[src/rtl/byte_lane_packer.sv]
// Packs lane-tagged bytes into 16-bit byte-enabled words for the holding register.
// A word is released on in_last, a lane collision, or TIMEOUT idle cycles while half-filled.

module byte_lane_packer_lane (
  input  logic       clk,
  input  logic       rst_n,
  input  logic       wr,
  input  logic       clr,
  input  logic [7:0] din,
  output logic [7:0] q,
  output logic       en
);
  always_ff @(posedge clk or negedge rst_n) begin
    if (!rst_n) begin
      q  <= '0;
      en <= 1'b0;
    end else if (clr) begin
      q  <= '0;
      en <= 1'b0;
    end else if (wr) begin
      q  <= din;
      en <= 1'b1;
    end
  end
endmodule

module byte_lane_packer #(
  parameter int TIMEOUT = 8
) (
  input  logic        clk,
  input  logic        rst_n,
  input  logic        in_valid,
  output logic        in_ready,
  input  logic [7:0]  in_data,
  input  logic        in_hi,
  input  logic        in_last,
  output logic        out_valid,
  input  logic        out_ready,
  output logic [15:0] out_d,
  output logic [1:0]  out_byteena,
  output logic [15:0] word_count
);
  localparam int NUM_LANES = 2;
  localparam logic [7:0] TO_LAST = 8'(TIMEOUT - 1);

  typedef enum logic [1:0] {EMPTY = 2'd0, PARTIAL = 2'd1, FULL = 2'd2} state_t;

  state_t                          state;
  logic [7:0]                      timer;
  logic [NUM_LANES-1:0][7:0]       lane_q;
  logic [NUM_LANES-1:0]            lane_en;
  logic                            accept, handoff, collide, illegal;

  // in_ready is combinational on in_hi so a collision is refused in the same cycle
  always_comb begin
    in_ready = rst_n & ((state == EMPTY) | ((state == PARTIAL) & ~lane_en[in_hi]));
    accept   = in_valid & in_ready;
    collide  = (state == PARTIAL) & in_valid & lane_en[in_hi];
    handoff  = (state == FULL) & out_ready;
    illegal  = !(state inside {EMPTY, PARTIAL, FULL});
  end

  for (genvar g = 0; g < NUM_LANES; g++) begin : g_lane
    byte_lane_packer_lane u_lane (
      .clk   (clk),
      .rst_n (rst_n),
      .wr    (accept & (in_hi == (g == 1))),
      .clr   (handoff | illegal),
      .din   (in_data),
      .q     (lane_q[g]),
      .en    (lane_en[g])
    );
  end

  assign out_valid   = (state == FULL);
  assign out_d       = lane_q;
  assign out_byteena = lane_en;

  always_ff @(posedge clk or negedge rst_n) begin
    if (!rst_n) begin
      state      <= EMPTY;
      timer      <= '0;
      word_count <= '0;
    end else begin
      case (state)
        EMPTY: begin
          if (accept) begin
            timer <= '0;
            state <= in_last ? FULL : PARTIAL;
          end
        end
        PARTIAL: begin
          if (accept || collide)       state <= FULL;
          else if (timer == TO_LAST)   state <= FULL;
          else                         timer <= timer + 8'd1;
        end
        FULL: begin
          if (handoff) begin
            word_count <= word_count + 16'd1;
            timer      <= '0;
            state      <= EMPTY;
          end
        end
        default: begin
          timer <= '0;
          state <= EMPTY;
        end
      endcase
    end
  end
endmodule

[config.mk]
export PLATFORM = sky130hd
export DESIGN_NAME = byte_lane_packer
export DESIGN_NICKNAME = d
export VERILOG_FILES = /design/src/rtl/byte_lane_packer.sv
export SDC_FILE = /design/constraint.sdc
export NUM_CORES = 1
export LEC_CHECK = 0
export BUFFER_PORTS_ARGS = -buffer_cell sky130_fd_sc_hd__buf_4
export CORE_MARGIN = 2
export CORE_UTILIZATION = 42
export DETAILED_ROUTE_END_ITERATION = 8
export SLEW_MARGIN = 20
export SYNTH_ARGS = -nofsm -noshare
export SYNTH_HDL_FRONTEND = slang
export SYNTH_SLANG_ARGS = --single-unit
export TNS_END_PERCENT = 30
[constraint.sdc]
create_clock -name clk -period 4.26 [get_ports clk]
set_input_delay 1.278 -clock clk [delete_from_list [all_inputs] [get_ports clk]]
set_output_delay 1.278 -clock clk [all_outputs]
set_load 0.005 [all_outputs]
After elaboration in Yosys (flattened, before gate mapping)
Cells that the tools add are included.
W data, S select, Z words.
{"block": "word_totals", "register_bits": 44}
{"block": "op_classes", "n_bitwise": 12, "n_reduce_logical": 9, "magnitude_cmp": 1, "eq_ne": 8, "addsub": 2, "n_mux": 21}
{"cell": "$mux W8", "count": 8}
{"cell": "$pmux W8 S3", "count": 1}
{"cell": "$add A16 B1 Y16 const B", "count": 1}
{"cell": "$mux W2", "count": 5}
{"cell": "$add A8 B1 Y8 const B", "count": 1}
{"cell": "$and A1 B1 Y1", "count": 8}
{"cell": "$eq A8 B3 Y1 const B", "count": 1}
{"cell": "$mux W1", "count": 6}
{"cell": "$ne A2 B2 Y1 const B", "count": 3}
{"cell": "$pmux W2 S3", "count": 1}
{"cell": "$reduce_and A4 Y1", "count": 1}
{"cell": "$reduce_bool A2 Y1", "count": 2}
{"cell": "$ne A3 B1 Y1 const B", "count": 1}
{"cell": "$reduce_and A3 Y1", "count": 1}
{"cell": "$reduce_bool A3 Y1", "count": 1}
{"cell": "$eq A2 B1 Y1 const B", "count": 1}
{"cell": "$eq A2 B2 Y1 const B", "count": 1}
{"cell": "$logic_not A2 Y1", "count": 1}
{"cell": "$lt A1 B2 Y1 const B", "count": 1}
{"cell": "$ne A2 B1 Y1 const B", "count": 1}
{"cell": "$not A1 Y1", "count": 2}
{"cell": "$or A1 B1 Y1", "count": 2}
{"cell": "$reduce_and A2 Y1", "count": 1}
{"cell": "$logic_not A1 Y1", "count": 1}
{"cell": "$logic_or A1 B1 Y1", "count": 1}

Longest topological paths before layout
Gate-level depths: netlist of the first run.
{"block": "logic_depth", "depth_word": 10, "mapped_depth": 5, "ltp_nobuf": 5}

Hierarchy
Synthesis of the first run repeated with hierarchy kept, for this count alone.
{"block": "hier_totals", "cells_unflattened": 204, "hier_area_um2": 2117.0}
{"mod": "byte_lane_packer", "area_per_inst_um2": 1401.3, "cells_per_inst": 146, "instances": 1}
{"mod": "byte_lane_packer_lane", "area_per_inst_um2": 357.8, "cells_per_inst": 29, "instances": 2}

Worst setup path after synthesis of the first run
No wires, ideal clock.
{"block": "synth_path", "path_kind": "input port to output port", "start": "in in_hi", "end": "out in_ready", "slack_ns": 1.179, "arrival_ns": 1.803, "path_buffers": 0, "required_ns": 2.982, "stages": 2, "cell_sequence": "mux2_4 a21boi_0"}
{"block": "synth_via", "elab_chain_cells": 6}
{"element": "from (decl)", "line": "35", "source": "input logic in_hi,"}
{"element": "$mux W1 (not written as such) (2 in a row)", "line": "56", "source": "in_ready = rst_n & ((state == EMPTY) | ((state == PARTIAL) & ~lane_en[in_hi]));"}
{"element": "$not A1 Y1", "line": "56"}
{"element": "$and A1 B1 Y1", "line": "56"}
{"element": "$or A1 B1 Y1", "line": "56"}
{"element": "$and A1 B1 Y1", "line": "56"}
{"element": "to (decl)", "line": "33", "source": "output logic in_ready,"}
No other way between the ends. The select of a mux whose other input is x is not followed.

Worst setup path in the final report of the first run
Same ends and word-level chain as after synthesis.

==> results.sh, run 1 <==
export IMPL_status="completed"
export IMPL_vias=1587
export IMPL_async_reset_ff_frac=1.00
export IMPL_hold_class="reg2reg"
export IMPL_n_antenna_cell=0
export IMPL_leakage_nw=1.35
export IMPL_report_final_setup_viol=0
export IMPL_avgRoutedWirePerCell_um=13.8
export IMPL_htree_levels=2
export IMPL_crit_start="in_hi"
export IMPL_cts_reportedPaths_clkPinSlew_ns=0.08
export IMPL_grt_setup_unrepaired="false"
export IMPL_design_portCount=50
export IMPL_post_cts_buffers=0
export IMPL_overflow=0
export IMPL_ys_types=45
export IMPL_cts_tree="done"
export IMPL_cts_buffers=5
export IMPL_syn_area_per_cell_um2=10.9
export IMPL_cp_arrival_ns=2.06
export IMPL_ctsResizeCount=0
export IMPL_synth_fp_nets=210
export IMPL_synth_flop_cell="dfrtp_1"
export IMPL_die_x_um=75.1
export IMPL_grtUsageTotal=0.165
export IMPL_path_class="in2out"
export IMPL_ys_warn_count=0
export IMPL_netlist_top_cells_area="dfrtp_1 52%, mux2i_1 8.0%, xnor2_1 5.0%, nor2_1 3.9%, nand2_1 2.8%"
export IMPL_cp_start_kind="input pin"
export IMPL_slew_headroom=0.508
export IMPL_yosysTopAreaCellShare=0.519
export IMPL_synth_area_leader_cell="dfrtp_1"
export IMPL_fp_row_count=25
export IMPL_cts_sinks=44
export IMPL_critPathCaptureType="output pin"
export IMPL_clock_latency_ns=0.30
export IMPL_dp_hpwl_um=3000
export IMPL_skew_ns=0.00656
export IMPL_antenna_found_initial=0
export IMPL_fin_crit_sh=0.784
export IMPL_cp_required_ns=2.98
export IMPL_mostFrequentLayoutCell="buf_4"
export IMPL_slew_viol_final=0
export IMPL_grt_max_degree=49
export IMPL_peakVddDrop_mv=0.321
export IMPL_grt_pass1_vias=1513
export IMPL_clk_path_buf_depth=2
export IMPL_postCtsHoldBufs=0
export IMPL_synth_edf_count=0
export IMPL_fill_cells=435
export IMPL_drtIter0Drc=68
export IMPL_reg2regPathDepth=4
export IMPL_final_hold_viol_count=0
export IMPL_fmax_mhz=299
export IMPL_drive_gt1_frac=0.280
export IMPL_first_pass_iters=4
export IMPL_die_area_um2=5630
export IMPL_final_cell_mix="50 x buf_4, 44 x dfrtp_1, 21 x nor2_1"
export IMPL_portBuffers=49
export IMPL_core_area_um2=4790
export IMPL_finish_utilization=0.551
export IMPL_syn_area_um2=2120
export IMPL_nets=261
export IMPL_synthCells=194
export IMPL_drc=0
export IMPL_vias_per_cell=5.07
export IMPL_worst_pin_slew_ns=0.737
export IMPL_cts_root_buf="clkbuf_8"
export IMPL_min_period_ns=3.34
export IMPL_cp_max_fo=6
export IMPL_fp_dieH_um=75.1
export IMPL_ff2ff_setup_slack_ns=2.50
export IMPL_grt_pass1_wl_um=7030
export IMPL_r2r_end="word_count[15]"
export IMPL_globalplace_congestion=0.741
export IMPL_ys_seq_elements=44
export IMPL_wl_um=4310
export IMPL_initial_core_util=0.443
export IMPL_r2r_start="state[0]"
export IMPL_crit_path_end="in_ready"
export IMPL_area_growth_pct=24.2
export IMPL_max_cap_violations=0
export IMPL_ant_nets=0
export IMPL_power_density_nw_per_um2=518
export IMPL_finalSetupTns_ns=0
export IMPL_ys_seq_area_frac=0.519
==> area by class of cell <==
| class | instances | area, µm² | share of cell area |
|---|---|---|---|
| Sequential cell | 44 | 1100 | 0.418 |
| Multi-Input combinational cell | 137 | 956 | 0.363 |
| Timing Repair Buffer | 50 | 375 | 0.142 |
| Tap cell | 67 | 83.8 | 0.0318 |
| Clock buffer | 6 | 82.6 | 0.0313 |
| Inverter | 7 | 26.3 | 0.00997 |
| Clock inverter | 2 | 10.0 | 0.00380 |
==> cells in the mapped netlist (4+ instances only) <==
master   instances
dfrtp_1         44
nor2_1          22
mux2i_1         17
nand2_1         16
xnor2_1         12
inv_1            7
nand3_1          7
nand4_1          7
a21oi_1          4
==> report_power, final <==
group          internal (mW)  switching, mW
Combinational          0.248          0.218
Sequential             0.527         0.0997
Clock                  0.130          0.143
Total                  0.904          0.460
==> cells by family (layout without fill, tap and decap cells) <==
logic type | count (synthesis) | in the layout | share of synthesized area
adders and majority gates | 2 | 2 | 0.0118
and+or+nand+nor | 77 | 77 | 0.196
xor gates and xnor gates | 15 | 15 | 0.0619
AOI/OAI and AO/OA | 25 | 25 | 0.0926
DFF | 44 | 44 | 0.519
muxes | 18 | 18 | 0.0873
buffers and inverters | 13 | 65 | 0.0313
==> critical path, cell delays in order <==
cell,delay (ns)
buf_4,0.13
mux2_4,0.34
a21boi_0,0.18
buf_4,0.13
==> state kept, by name, summed over array words and instances, names as in the netlist <==
register and cells:
g_lane.u_lane.q 16, word_count 16, g_lane.u_lane.en 2, state 2
timer 8
==> worst min path at each step <==
stage                     depth (start not counted)  slack, ns              to           start
after floorplan                                   1       0.44        timer[7]        timer[7]
after global placement                            1       0.46  word_count[15]  word_count[15]
after detailed placement                          1       0.48        timer[7]        timer[7]
after CTS                                         1       0.50        timer[7]        timer[7]
after global routing                              1       0.52  word_count[15]  word_count[15]
final                                             1       0.50  word_count[15]  word_count[15]
==> stage by stage <==
step                setup slack (ns)  instance area, µm²  hold WS, ns  total power, mW  std cells
floorplan                       1.18                2120        0.443            0.885        194
global placement               0.921                2540        0.464             1.10        305
detailed placement             0.925                2540        0.484             1.11        305
CTS                            0.914                2640        0.496             1.38        313
global route                   0.843                2640        0.524             1.47        313
finish                         0.919                2640        0.496             1.36        313
==> layer usage <==
metal  GRT usage  part of all wire
met2       0.249              0.46
met3      0.0455             0.050
met5           0                 0
met1       0.231              0.48
met4      0.0536             0.015
Power figures use the tool's default switching activity.
==> run 2: changes to the inputs <==
- PLACE_DENSITY: not set -> 0.67
- clock period: 4.26 -> 2.8 ns (I/O delays scaled with it)
==> run 2 against run 1 <==
  * Clock skew shrank 0.0012 ns
  * Register-to-register slack worse by 1.4 ns
  * Hold slack worse by 0.12 ns
  * First-iteration DRC count grew 41%
  * Total power rose by 51%
  * Critical path type unchanged
  * Critical endpoint unchanged
  * Largest power group unchanged
==> results.sh, run 2 (synthesized netlist as in run 1, its figures left out) <==
export IMPL_status="completed"
export IMPL_path_cells="buf_4, mux2_4, a21boi_0, buf_4"
export IMPL_critPathCaptureType="output pin"
export IMPL_top_layer_used="met4"
export IMPL_grt_pass1_wl_um=7110
export IMPL_reg_top3="g_lane.u_lane.q: 16 flops, word_count: 16 flops, timer: 8 flops"
export IMPL_finalSetupTns_ns=0
export IMPL_die_x_um=75.1
export IMPL_p_total_mw=2.06
export IMPL_ctsResizeCount=0
export IMPL_avgRoutedWirePerCell_um=13.7
export IMPL_ff2ff_setup_slack_ns=1.07
export IMPL_cpPeakStageDelay_ns=0.33
export IMPL_switchingPower_uw=710
export IMPL_reg2regPathDepth=4
export IMPL_leakage_nw=1.34
export IMPL_fp_dieH_um=75.1
export IMPL_worst_pin_slew_ns=0.489
export IMPL_report_final_setup_viol=0
export IMPL_initial_core_util=0.443
export IMPL_htree_levels=2
export IMPL_cp_top_family="multiplexers"
export IMPL_vias_per_cell=5.27
export IMPL_cts_tree="done"
export IMPL_final_hold_viol_count=0
export IMPL_ant_nets=0
export IMPL_skew_ns=0.00540
export IMPL_clk_path_buf_depth=2
export IMPL_grtUsageTotal=0.167
export IMPL_cp_num_cells=4
export IMPL_dp_cells=306
export IMPL_swShare=0.344
export IMPL_first_pass_iters=4
export IMPL_fin_crit_sh=0.875
export IMPL_r2r_start="state[0]"
export IMPL_p_clk_frac=0.185
export IMPL_postCtsHoldBufs=0
export IMPL_layout_setup_ws_ns=0.349
export IMPL_combPwrFrac=0.348
export IMPL_clock_latency_ns=0.29
export IMPL_power_density_nw_per_um2=784
export IMPL_final_cell_mix="51 x buf_4, 44 x dfrtp_1, 22 x nor2_1"
export IMPL_overflow=0
export IMPL_design_area_um2=2630
export IMPL_place_ws_ns=0.348
export IMPL_crit_start="in_hi"
export IMPL_grt_pass1_vias=1542
export IMPL_p_seq_frac=0.466
export IMPL_cts_root_buf="clkbuf_8"
export IMPL_portBuffers=49
export IMPL_grt_setup_unrepaired="false"
export IMPL_die_area_um2=5630
export IMPL_fmax_mhz=408
export IMPL_crit_top_cell="buf_4"
export IMPL_min_period_ns=2.45
export IMPL_r2r_end="word_count[15]"
export IMPL_peakVddDrop_mv=0.343
export IMPL_wl_met1_um=1930
export IMPL_globalplace_congestion=0.781
export IMPL_n_antenna_cell=0
export IMPL_grt_max_degree=35
export IMPL_design_portCount=50
export IMPL_dp_hpwl_um=3130
export IMPL_fp_row_count=25
export IMPL_drive_gt1_frac=0.276
export IMPL_cp_max_fo=6
export IMPL_holdWs_ns=0.378
export IMPL_slew_viol_final=0
export IMPL_wl_um=4300
export IMPL_antenna_found_initial=0
export IMPL_cts_sinks=44
export IMPL_vias=1649
export IMPL_drc=0
export IMPL_area_growth_pct=24.0
export IMPL_core_area_um2=4790
export IMPL_p_int_mw=1.35
export IMPL_route_met3_wl_um=280
export IMPL_nets=262
export IMPL_mostFrequentLayoutCell="buf_4"
export IMPL_path_buf_inv=2
export IMPL_cp_slowest_cell="mux2_4"
export IMPL_cts_reportedPaths_clkPinSlew_ns=0.08
export IMPL_cp_start_kind="input pin"
export IMPL_hold_class="in2async"
export IMPL_wl_met2_um=2040
export IMPL_cp_arrival_ns=1.61
export IMPL_dpl_instance_area_um2=2550
export IMPL_cts_buffers=5
export IMPL_post_cts_buffers=0
export IMPL_max_cap_violations=0
export IMPL_path_class="in2out"
export IMPL_finish_utilization=0.549
export IMPL_slew_headroom=0.672
export IMPL_drtIter0Drc=96
export IMPL_fin_cells=313
export IMPL_cp_required_ns=1.96
## run 2: cell types whose count changed in the layout (fill, tap and decap cells not counted), sizes merged
cell      before  now
buf           50   51
clkinv         2    1
clkinvlp       0    1
clkbuf         6    5
## run 2: final cells by class
cell class / count / area (µm²)
Tap cell: 67 / 83.8
Multi-Input combinational cell: 137 / 953
Fill cell: 463 / 2160
Inverter: 7 / 26.3
Clock buffer: 5 / 68.8
Timing Repair Buffer: 51 / 383
Sequential cell: 44 / 1100
Clock inverter: 2 / 12.5
## run 2: power groups by stage
| stage | combinational, mW | clock (mW) | sequential (mW) |
|---|---|---|---|
| final | 0.718 | 0.382 | 0.961 |
| after floorplan | 0.408 | 0 | 0.939 |
| after global routing | 0.807 | 0.420 | 0.988 |
| after CTS | 0.729 | 0.397 | 0.961 |
| after global placement | 0.713 | 0 | 0.972 |
| after detailed placement | 0.731 | 0 | 0.968 |
## run 2: how the worst max path moves through the flow
stage	slack [ns]	end
after detailed placement	0.35	in_ready
after floorplan	0.60	in_ready
after global routing	0.30	in_ready
after global placement	0.35	in_ready
final	0.35	in_ready
after CTS	0.34	in_ready
## run 2: per-layer routing
| layer | up-vias | global-route usage |
|---|---|---|
| met5 | - | 0 |
| met4 | 0 | 0.0476 |
| met3 | 6 | 0.0428 |
| met2 | 62 | 0.274 |
| met1 | 789 | 0.221 |
| li1 | 792 | - |
## run 2: worst register-to-register path, delay by kind of cell (launching register included)
family	cells	cell delay, ns
xor gates and xnor gates	1	0.15
and+or+nand+nor	3	0.96
DFF	1	0.51
==> run 3: changes to the inputs <==
- CELL_PAD_IN_SITES_DETAIL_PLACEMENT: not set -> 1
- CELL_PAD_IN_SITES_GLOBAL_PLACEMENT: not set -> 2
- CORE_UTILIZATION: 42 -> 30
- CTS_CLUSTER_SIZE: not set -> 8
- PLACE_DENSITY: 0.67 -> not set
- PLACE_DENSITY_LB_ADDON: not set -> 0.1
==> run 3 against run 2 <==
  * Register-to-register slack lost 0.04 ns
  * Non-clock buffer count up 1
  * Sequential share of layout area shrank 0.63 points
  * Largest cell class unchanged
  * Largest power group unchanged
==> results.sh, run 3 (synthesized netlist as in run 1, its figures left out) <==
export IMPL_status="completed"
export IMPL_cts_reportedPaths_clkPinSlew_ns=0.08
export IMPL_cp_required_ns=1.96
export IMPL_holdWs_ns=0.476
export IMPL_fp_row_count=30
export IMPL_fp_dieH_um=88.1
export IMPL_core_area_um2=6830
export IMPL_first_pass_iters=4
export IMPL_cp_start_kind="input pin"
export IMPL_fmax_mhz=400
export IMPL_power_density_nw_per_um2=776
export IMPL_dpl_instance_area_um2=2590
export IMPL_ant_nets=0
export IMPL_fill_cells=794
export IMPL_grtUsageTotal=0.139
export IMPL_peakVddDrop_mv=0.320
export IMPL_path_class="in2out"
export IMPL_grt_pass1_wl_um=8360
export IMPL_antenna_found_initial=0
export IMPL_drtIter0Drc=59
export IMPL_globalplace_congestion=0.733
export IMPL_slew_headroom=0.615
export IMPL_portBuffers=49
export IMPL_slew_viol_final=0
export IMPL_wl_um=5070
export IMPL_initial_core_util=0.310
export IMPL_dp_cells=336
export IMPL_cts_buffers=5
export IMPL_fin_cells=343
export IMPL_ff2ff_setup_slack_ns=1.03
export IMPL_hold_depth=1
export IMPL_clk_path_buf_depth=2
export IMPL_layout_setup_ws_ns=0.301
export IMPL_cts_sinks=44
export IMPL_dp_hpwl_um=3600
export IMPL_drc=0
export IMPL_n_antenna_cell=0
export IMPL_grt_pass1_vias=1692
export IMPL_htree_levels=2
export IMPL_seqCellArea_um2=1100
export IMPL_worst_pin_slew_ns=0.577
export IMPL_skew_ns=0.00667
export IMPL_nets=263
export IMPL_hold_class="reg2reg"
export IMPL_place_ws_ns=0.295
export IMPL_design_portCount=50
export IMPL_cp_arrival_ns=1.66
export IMPL_ctsResizeCount=0
export IMPL_avgRoutedWirePerCell_um=14.8
export IMPL_finish_utilization=0.391
export IMPL_clock_latency_ns=0.29
export IMPL_post_cts_buffers=0
export IMPL_vias=1626
export IMPL_overflow=0
export IMPL_min_period_ns=2.50
export IMPL_cts_tree="done"
export IMPL_vias_per_cell=4.74
export IMPL_final_cell_mix="52 x buf_4, 44 x dfrtp_1, 22 x nor2_1"
export IMPL_final_hold_viol_count=0
export IMPL_critPathCaptureType="output pin"
export IMPL_max_cap_violations=0
export IMPL_mostFrequentLayoutCell="buf_4"
export IMPL_die_area_um2=7760
export IMPL_area_growth_pct=25.8
export IMPL_grt_max_degree=45
export IMPL_leakage_nw=1.35
export IMPL_multi_input_area_um2=953
export IMPL_drive_gt1_frac=0.275
export IMPL_die_x_um=88.1
export IMPL_finalSetupTns_ns=0
export IMPL_report_final_setup_viol=0
export IMPL_fin_crit_sh=0.892
export IMPL_grt_setup_unrepaired="false"
export IMPL_postCtsHoldBufs=0
export IMPL_design_area_um2=2670
export IMPL_cts_root_buf="clkbuf_8"
export IMPL_reg2regPathDepth=4
export IMPL_p_total_mw=2.07
export IMPL_reg_top3="g_lane.u_lane.q: 16 flops, word_count: 16 flops, timer: 8 flops"
export IMPL_cp_max_fo=6
run 3: where the power goes:
part | switching [mW] | total (mW) | internal (mW)
clock | 0.209 | 0.379 | 0.170
sequential | 0.157 | 0.959 | 0.802
combinational | 0.348 | 0.733 | 0.385
run 3: final timing paths:
kind                                         end      startpoint
setup / recovery                        in_ready           in_hi
hold / removal                    word_count[15]  word_count[15]
setup reg to reg                  word_count[15]        state[0]
hold reg to reg                   word_count[15]  word_count[15]
max in group asynchronous  g_lane[1].u_lane.q[4]           rst_n
min in group asynchronous          word_count[1]           rst_n
run 3: layout make-up:
cell class / instances / share of cell area
sequential: 44 / 0.413
multi-input combinational: 137 / 0.357
timing repair buffer: 52 / 0.146
tap: 96 / 0.0450
clock buffer: 6 / 0.0272
inverter: 7 / 0.00985
clock inverter: 1 / 0.00188
run 3: worst max-delay path: stages:
cell	delay, ns
buf_4	0.13
mux2_4	0.33
a21boi_0	0.21
buf_4	0.15
run 3: routing by layer:
| layer | part of all wire | global-route usage |
|---|---|---|
| met5 | 0 | 0 |
| met4 | 0.0051 | 0.0248 |
| met3 | 0.039 | 0.0302 |
| met2 | 0.48 | 0.235 |
| met1 | 0.48 | 0.186 |
